<file path="src/rtl/microwave_pkg.sv">
// Shared types and constants for the microwave time-keeping path.
package microwave_pkg;

    typedef logic [3:0] bcd_t;

    localparam int KEY_W = 10;

    localparam bcd_t SEC_TENS_WRAP = 4'd5;
    localparam bcd_t SEC_ONES_WRAP = 4'd9;

    typedef enum logic {
        KEY_IDLE,
        KEY_HELD
    } key_state_t;

endpackage

</file>
<file path="src/rtl/keypad_encoder.sv">
// Registers the keypad, decodes one-hot digits and emits one press pulse per key
// stroke, regardless of how long the key is held.
module keypad_encoder
    import microwave_pkg::*;
#(
    parameter int WIDTH = KEY_W
) (
    input  logic             clk,
    input  logic             clearn,
    input  logic [WIDTH-1:0] keypad,
    output logic             press,
    output bcd_t             digit
);

    logic [WIDTH-1:0] key_q;
    logic             valid;
    key_state_t       state;
    key_state_t       state_next;

    // Reset parks the FSM in HELD so a key held through reset needs a release.
    always_ff @(posedge clk) begin
        if (!clearn) begin
            key_q <= '0;
            state <= KEY_HELD;
        end else begin
            key_q <= keypad;
            state <= state_next;
        end
    end

    assign valid = $onehot(key_q);

    always_comb begin
        digit = '0;
        for (int i = 0; i < WIDTH; i++) begin
            if (key_q[i]) begin
                digit = bcd_t'(i);
            end
        end
    end

    // Any nonzero code consumes the press; only a clean one-hot code reports it.
    always_comb begin
        state_next = state;
        press      = 1'b0;
        case (state)
            KEY_IDLE: begin
                if (key_q != '0) begin
                    state_next = KEY_HELD;
                    press      = valid;
                end
            end
            KEY_HELD: begin
                if (key_q == '0) begin
                    state_next = KEY_IDLE;
                end
            end
            default: state_next = KEY_IDLE;
        endcase
    end

endmodule

</file>
<file path="src/rtl/countdown_timer.sv">
// Three-digit BCD entry register (M:ST:SO) that counts down once per second
// while cooking, with zero/tick/done flags for the cook controller.
module countdown_timer
    import microwave_pkg::*;
#(
    parameter int CLK_DIV = 50
) (
    input  logic             clk,
    input  logic             clearn,
    input  logic [KEY_W-1:0] keypad,
    input  logic             load_en,
    input  logic             count_en,
    output bcd_t             sec_ones,
    output bcd_t             sec_tens,
    output bcd_t             mins,
    output logic             zero,
    output logic             tick,
    output logic             done
);

    localparam int               PRE_W    = $clog2(CLK_DIV);
    localparam logic [PRE_W-1:0] PRE_LAST = PRE_W'(CLK_DIV - 1);

    logic             press;
    bcd_t             key_digit;
    logic [PRE_W-1:0] prescaler;
    logic             wrap;
    logic             decrement;
    logic             last_second;
    bcd_t             ones_dec;
    bcd_t             tens_dec;
    bcd_t             mins_dec;

    keypad_encoder #(
        .WIDTH (KEY_W)
    ) u_keypad_encoder (
        .clk    (clk),
        .clearn (clearn),
        .keypad (keypad),
        .press  (press),
        .digit  (key_digit)
    );

    assign zero        = (mins == 4'd0) && (sec_tens == 4'd0) && (sec_ones == 4'd0);
    assign wrap        = (prescaler == PRE_LAST);
    assign decrement   = count_en && !zero && wrap;
    assign last_second = (mins == 4'd0) && (sec_tens == 4'd0) && (sec_ones == 4'd1);

    // Borrow chain: ones wrap to 9, tens wrap to 5 (tens digits above 5 still count down).
    always_comb begin
        ones_dec = sec_ones - 4'd1;
        tens_dec = sec_tens;
        mins_dec = mins;
        if (sec_ones == 4'd0) begin
            ones_dec = SEC_ONES_WRAP;
            if (sec_tens != 4'd0) begin
                tens_dec = sec_tens - 4'd1;
            end else begin
                tens_dec = SEC_TENS_WRAP;
                mins_dec = mins - 4'd1;
            end
        end
    end

    always_ff @(posedge clk) begin
        if (!clearn) begin
            prescaler <= '0;
            mins      <= '0;
            sec_tens  <= '0;
            sec_ones  <= '0;
            tick      <= 1'b0;
            done      <= 1'b0;
        end else begin
            tick <= decrement;
            done <= decrement && last_second;

            // Pausing keeps the partial second; reaching zero discards it.
            if (zero) begin
                prescaler <= '0;
            end else if (count_en) begin
                prescaler <= wrap ? '0 : prescaler + 1'b1;
            end

            if (decrement) begin
                mins     <= mins_dec;
                sec_tens <= tens_dec;
                sec_ones <= ones_dec;
            end else if (press && load_en && !count_en) begin
                mins     <= sec_tens;
                sec_tens <= sec_ones;
                sec_ones <= key_digit;
            end
        end
    end

endmodule

</file>
<file path="config.mk">
export PLATFORM = sky130hd
export DESIGN_NAME = countdown_timer
export DESIGN_NICKNAME = d
export VERILOG_FILES = /design/src/rtl/microwave_pkg.sv /design/src/rtl/keypad_encoder.sv /design/src/rtl/countdown_timer.sv
export SDC_FILE = /design/constraint.sdc
export NUM_CORES = 1
export LEC_CHECK = 0
export CORE_MARGIN = 3
export CORE_UTILIZATION = 35
export DETAILED_ROUTE_END_ITERATION = 10
export GPL_ROUTABILITY_DRIVEN = 1
export GPL_TIMING_DRIVEN = 0
export PLACE_DENSITY = 0.6
export SYNTH_ARGS = -nofsm -noshare
export SYNTH_HDL_FRONTEND = slang
export SYNTH_HIERARCHICAL = 1
export SYNTH_SLANG_ARGS = --single-unit
</file>
<file path="constraint.sdc">
create_clock -name clk -period 4.7 [get_ports clk]
set_clock_uncertainty 0.1 [all_clocks]
set_input_delay 0.47 -clock clk [delete_from_list [all_inputs] [get_ports clk]]
set_output_delay 0.47 -clock clk [all_outputs]
set_load 0.02 [all_outputs]
</file>
==> flow_metrics.env <==
export IMPL_viasPerCell=4.93
export IMPL_clkSlewWorstSetupHoldPaths_ns=0.07
export IMPL_place_congestion=0.855
export IMPL_tightest_slew_ns=0.486
export IMPL_grt_max_degree=12
export IMPL_dp_hpwl_um=2820
export IMPL_clk_path_buf_depth=2
export IMPL_track_usage_pct=14.1
export IMPL_drtAntennaViolNets=0
export IMPL_period_share_pct=92.9
export IMPL_n_antenna_cell=0
export IMPL_cts_tree="built"
export IMPL_crit_type="reg -> reg"
export IMPL_rr_startpoint="u_keypad_encoder/key_q[3]$_SDFF_PN0_"
export IMPL_yosysTopAreaCell="dfxtp_1"
export IMPL_startpoint_type="register"
export IMPL_slew_headroom_pct=67.1
export IMPL_hp_class="in -> reg"
export IMPL_grt_ovfl_total=0
export IMPL_slowest_stage="fa_1"
export IMPL_ctsHtreeMaxLevel=2
export IMPL_start_util_pct=36.9
export IMPL_root_buffer="clkbuf_8"
export IMPL_busiest_layer="met1"
export IMPL_design_die_area_um2=5940
export IMPL_post_cts_buffers=0
export IMPL_p_leak_nw=0.800
export IMPL_grt_pass1_vias=1406
export IMPL_hold_violations=0
export IMPL_grt_pass1_wl_um=6780
export IMPL_fillers=484
export IMPL_ys_seq_area_share_pct=35.1
export IMPL_crit_buf_inv=3
export IMPL_critPathMaxStageDelay_ns=0.52
export IMPL_cp_common_cell="fa_1"
export IMPL_yosysMostFrequentCell="dfxtp_1"
export IMPL_insertion_delay_ns=0.29
export IMPL_critical_path_cell_chain="fa_1, fa_1, inv_1, fa_1, inv_1, ha_1, inv_1, fa_1, a2111oi_2, a21oi_1, nor3_2, nand2_1, nor2_2, o22ai_2, a221oi_1, a211oi_1"
export IMPL_area_growth_syn_to_layout_pct=25.2
export IMPL_drv_slew=0
export IMPL_yosysTopAreaCellShare_pct=35.1
export IMPL_grtUsageMet1_pct=20.3
export IMPL_yosys_warnings=6
export IMPL_synth_cells=198
export IMPL_critical_path_depth=16
export IMPL_synth_fp_nets=224
export IMPL_antenna_found_initial=0
export IMPL_met2_usage_pct=19.7
export IMPL_ys_seq_elements=31
export IMPL_die_width_um=77.0
export IMPL_critPathTopFamily="adder cells"
export IMPL_crit_path_end_kind="register"
export IMPL_arrival_ns=4.43
export IMPL_drv_cap=0
export IMPL_synth_cell_types=49
export IMPL_max_freq_ghz=0.229
export IMPL_wl_um=3750
export IMPL_cts_num_sinks=31
export IMPL_finalCoreUtilization_pct=46.2
export IMPL_cp_required_ns=4.77
export IMPL_wire_per_inst_um=12.5
export IMPL_min_to="prescaler[1]$_SDFFE_PP0P_"
export IMPL_io_buffers=27
export IMPL_first_iter_violations=72
export IMPL_rsz0062_at_grt="false"
export IMPL_drc=0
export IMPL_yosys_top_cells_area="dfxtp_1 35%, fa_1 6.8%, a21oi_1 4.8%"
export IMPL_p_per_area_nw_per_um2=252
export IMPL_synth_area_um2=1770
export IMPL_period_minus_slack_ns=4.37
export IMPL_hold_path_startpoint="count_en"
export IMPL_async_flop_share_pct=0
export IMPL_core_um2=4790
export IMPL_drive_above_1_share_pct=12.9
export IMPL_synth_edf_count=0
export IMPL_avgSynthCellArea_um2=8.92
export IMPL_synthFlopType="dfxtp_1"
export IMPL_r2r_setup_slack_ns=0.33
export IMPL_cts_made_buffers=5
export IMPL_final_setup_tns_ns=0
export IMPL_firstDrtPassIters=4
export IMPL_synth_commonest_cells="31 x dfxtp_1, 21 x nor2_1, 17 x a21oi_1, 17 x inv_1, 16 x nand2_1"
export IMPL_r2r_cells=16
export IMPL_status="complete, no violations"
export IMPL_worstHoldPathCells=2
export IMPL_hold_slack_ns=0.335
export IMPL_use_met3_pct=3.99
export IMPL_worstPathMaxFanout=8
export IMPL_fin_nets=258
export IMPL_setup_viol=0
export IMPL_vias=1478
export IMPL_r2r_end="mins[0]$_SDFFE_PN0P_"
export IMPL_io_pins=29
export IMPL_dieHeight_um=77.0
export IMPL_vdd_drop_max_v=0.000172
export IMPL_num_rows=25
==> kinds of logic after synthesis <==
logic type	count (synthesis)	share of synthesized area, %
flops	31	35.1
buf+inv	26	8.21
fa+ha+maj	12	11.0
simple gates	80	25.3
xor+xnor	5	2.48
compound gates	44	17.8
==> cell usage in the layout (no fill, tap or decap), types with 2 or more instances in the layout <==
| master | count |
|---|---|
| dfxtp_1 | 31 |
| clkdlybuf4s50_1 | 27 |
| nor2_1 | 20 |
| inv_1 | 17 |
| a21oi_1 | 17 |
| nand2_1 | 16 |
| and2_1 | 10 |
| nor3_1 | 7 |
| clkbuf_8 | 7 |
| ha_1 | 6 |
| fa_1 | 6 |
| a211oi_1 | 4 |
| buf_6 | 3 |
| nand3_1 | 3 |
| nor3b_1 | 3 |
| o31ai_1 | 3 |
| o21ai_0 | 3 |
| xor2_1 | 3 |
| nor4_2 | 2 |
| nand4b_1 | 2 |
| nand4_1 | 2 |
| xnor2_1 | 2 |
| o22ai_2 | 2 |
| nor3_2 | 2 |
| o211ai_1 | 2 |
| or2_2 | 2 |
| nor4_1 | 2 |
| o22ai_1 | 2 |
| o32ai_1 | 2 |
| clkinvlp_4 | 2 |
==> repair_timing <==
item / 4_1_cts / 5_1_grt
gates resized for setup: 0 / 1
hold buffers: 0 / 0
setup endpoints to repair: 0 / 9
==> power by group <==
group / internal, mW / leakage [nW] / switching, mW
clock: 0.103 / 0.0402 / 0.107
sequential: 0.268 / 0.252 / 0.00587
combinational: 0.0368 / 0.508 / 0.0374
total: 0.407 / 0.800 / 0.150
==> sequential cells by signal, summed over array words and instances, names as in the netlist <==
register / cells
sec_ones: 4
sec_tens: 4
prescaler: 6
tick: 1
done: 1
u_keypad_encoder/key_q: 10
mins: 4
u_keypad_encoder/state: 1
==> through the flow <==
stage	power [mW]	worst slack [ns]	cells	cell area (µm²)
2_1_floorplan	0.330	0.606	198	1770
3_3_place_gp	0.353	0.168	292	2120
3_5_place_dp	0.355	0.120	292	2120
4_1_cts	0.564	0.103	300	2210
5_1_grt	0.587	0.0581	300	2210
6_report	0.558	0.332	300	2210
==> worst max path at each step <==
stage | slack, ns | startpoint | endpoint
after global placement | 0.17 | u_keypad_encoder/key_q[7]$_SDFF_PN0_ | mins[0]$_SDFFE_PN0P_
after detailed placement | 0.12 | u_keypad_encoder/key_q[3]$_SDFF_PN0_ | mins[0]$_SDFFE_PN0P_
after CTS | 0.10 | u_keypad_encoder/key_q[3]$_SDFF_PN0_ | mins[0]$_SDFFE_PN0P_
final | 0.33 | u_keypad_encoder/key_q[3]$_SDFF_PN0_ | mins[0]$_SDFFE_PN0P_
after global routing | 0.06 | u_keypad_encoder/key_q[3]$_SDFF_PN0_ | mins[0]$_SDFFE_PN0P_
after floorplan | 0.61 | u_keypad_encoder/key_q[0]$_SDFF_PN0_ | mins[2]$_SDFFE_PN0P_
==> worst reg2reg max path: stages, from the launching register on <==
cell,delay (ns)
dfxtp_1,0.39
fa_1,0.46
fa_1,0.52
inv_1,0.05
fa_1,0.42
inv_1,0.08
ha_1,0.19
inv_1,0.07
fa_1,0.39
a2111oi_2,0.33
a21oi_1,0.08
nor3_2,0.19
nand2_1,0.11
nor2_2,0.31
o22ai_2,0.23
a221oi_1,0.25
a211oi_1,0.08
==> cell type report <==
cell class	count	area, µm²	area share (%)
flip-flops and latches	31	621	28.1
clock buffers	5	68.8	3.11
inverters	19	71.3	3.22
multi-input cells	141	1000	45.4
plain buffers	7	73.8	3.34
clock inverters	3	20.0	0.905
well taps	67	83.8	3.79
repair buffers	27	270	12.2
==> metal layers <==
metal | routed length, µm | part of all wire [%]
met1 | 1940 | 52
met2 | 1510 | 40
met3 | 238 | 6.3
met4 | 61 | 1.6
met5 | 0 | 0
Note: power is estimated with default switching activity, not from simulation.
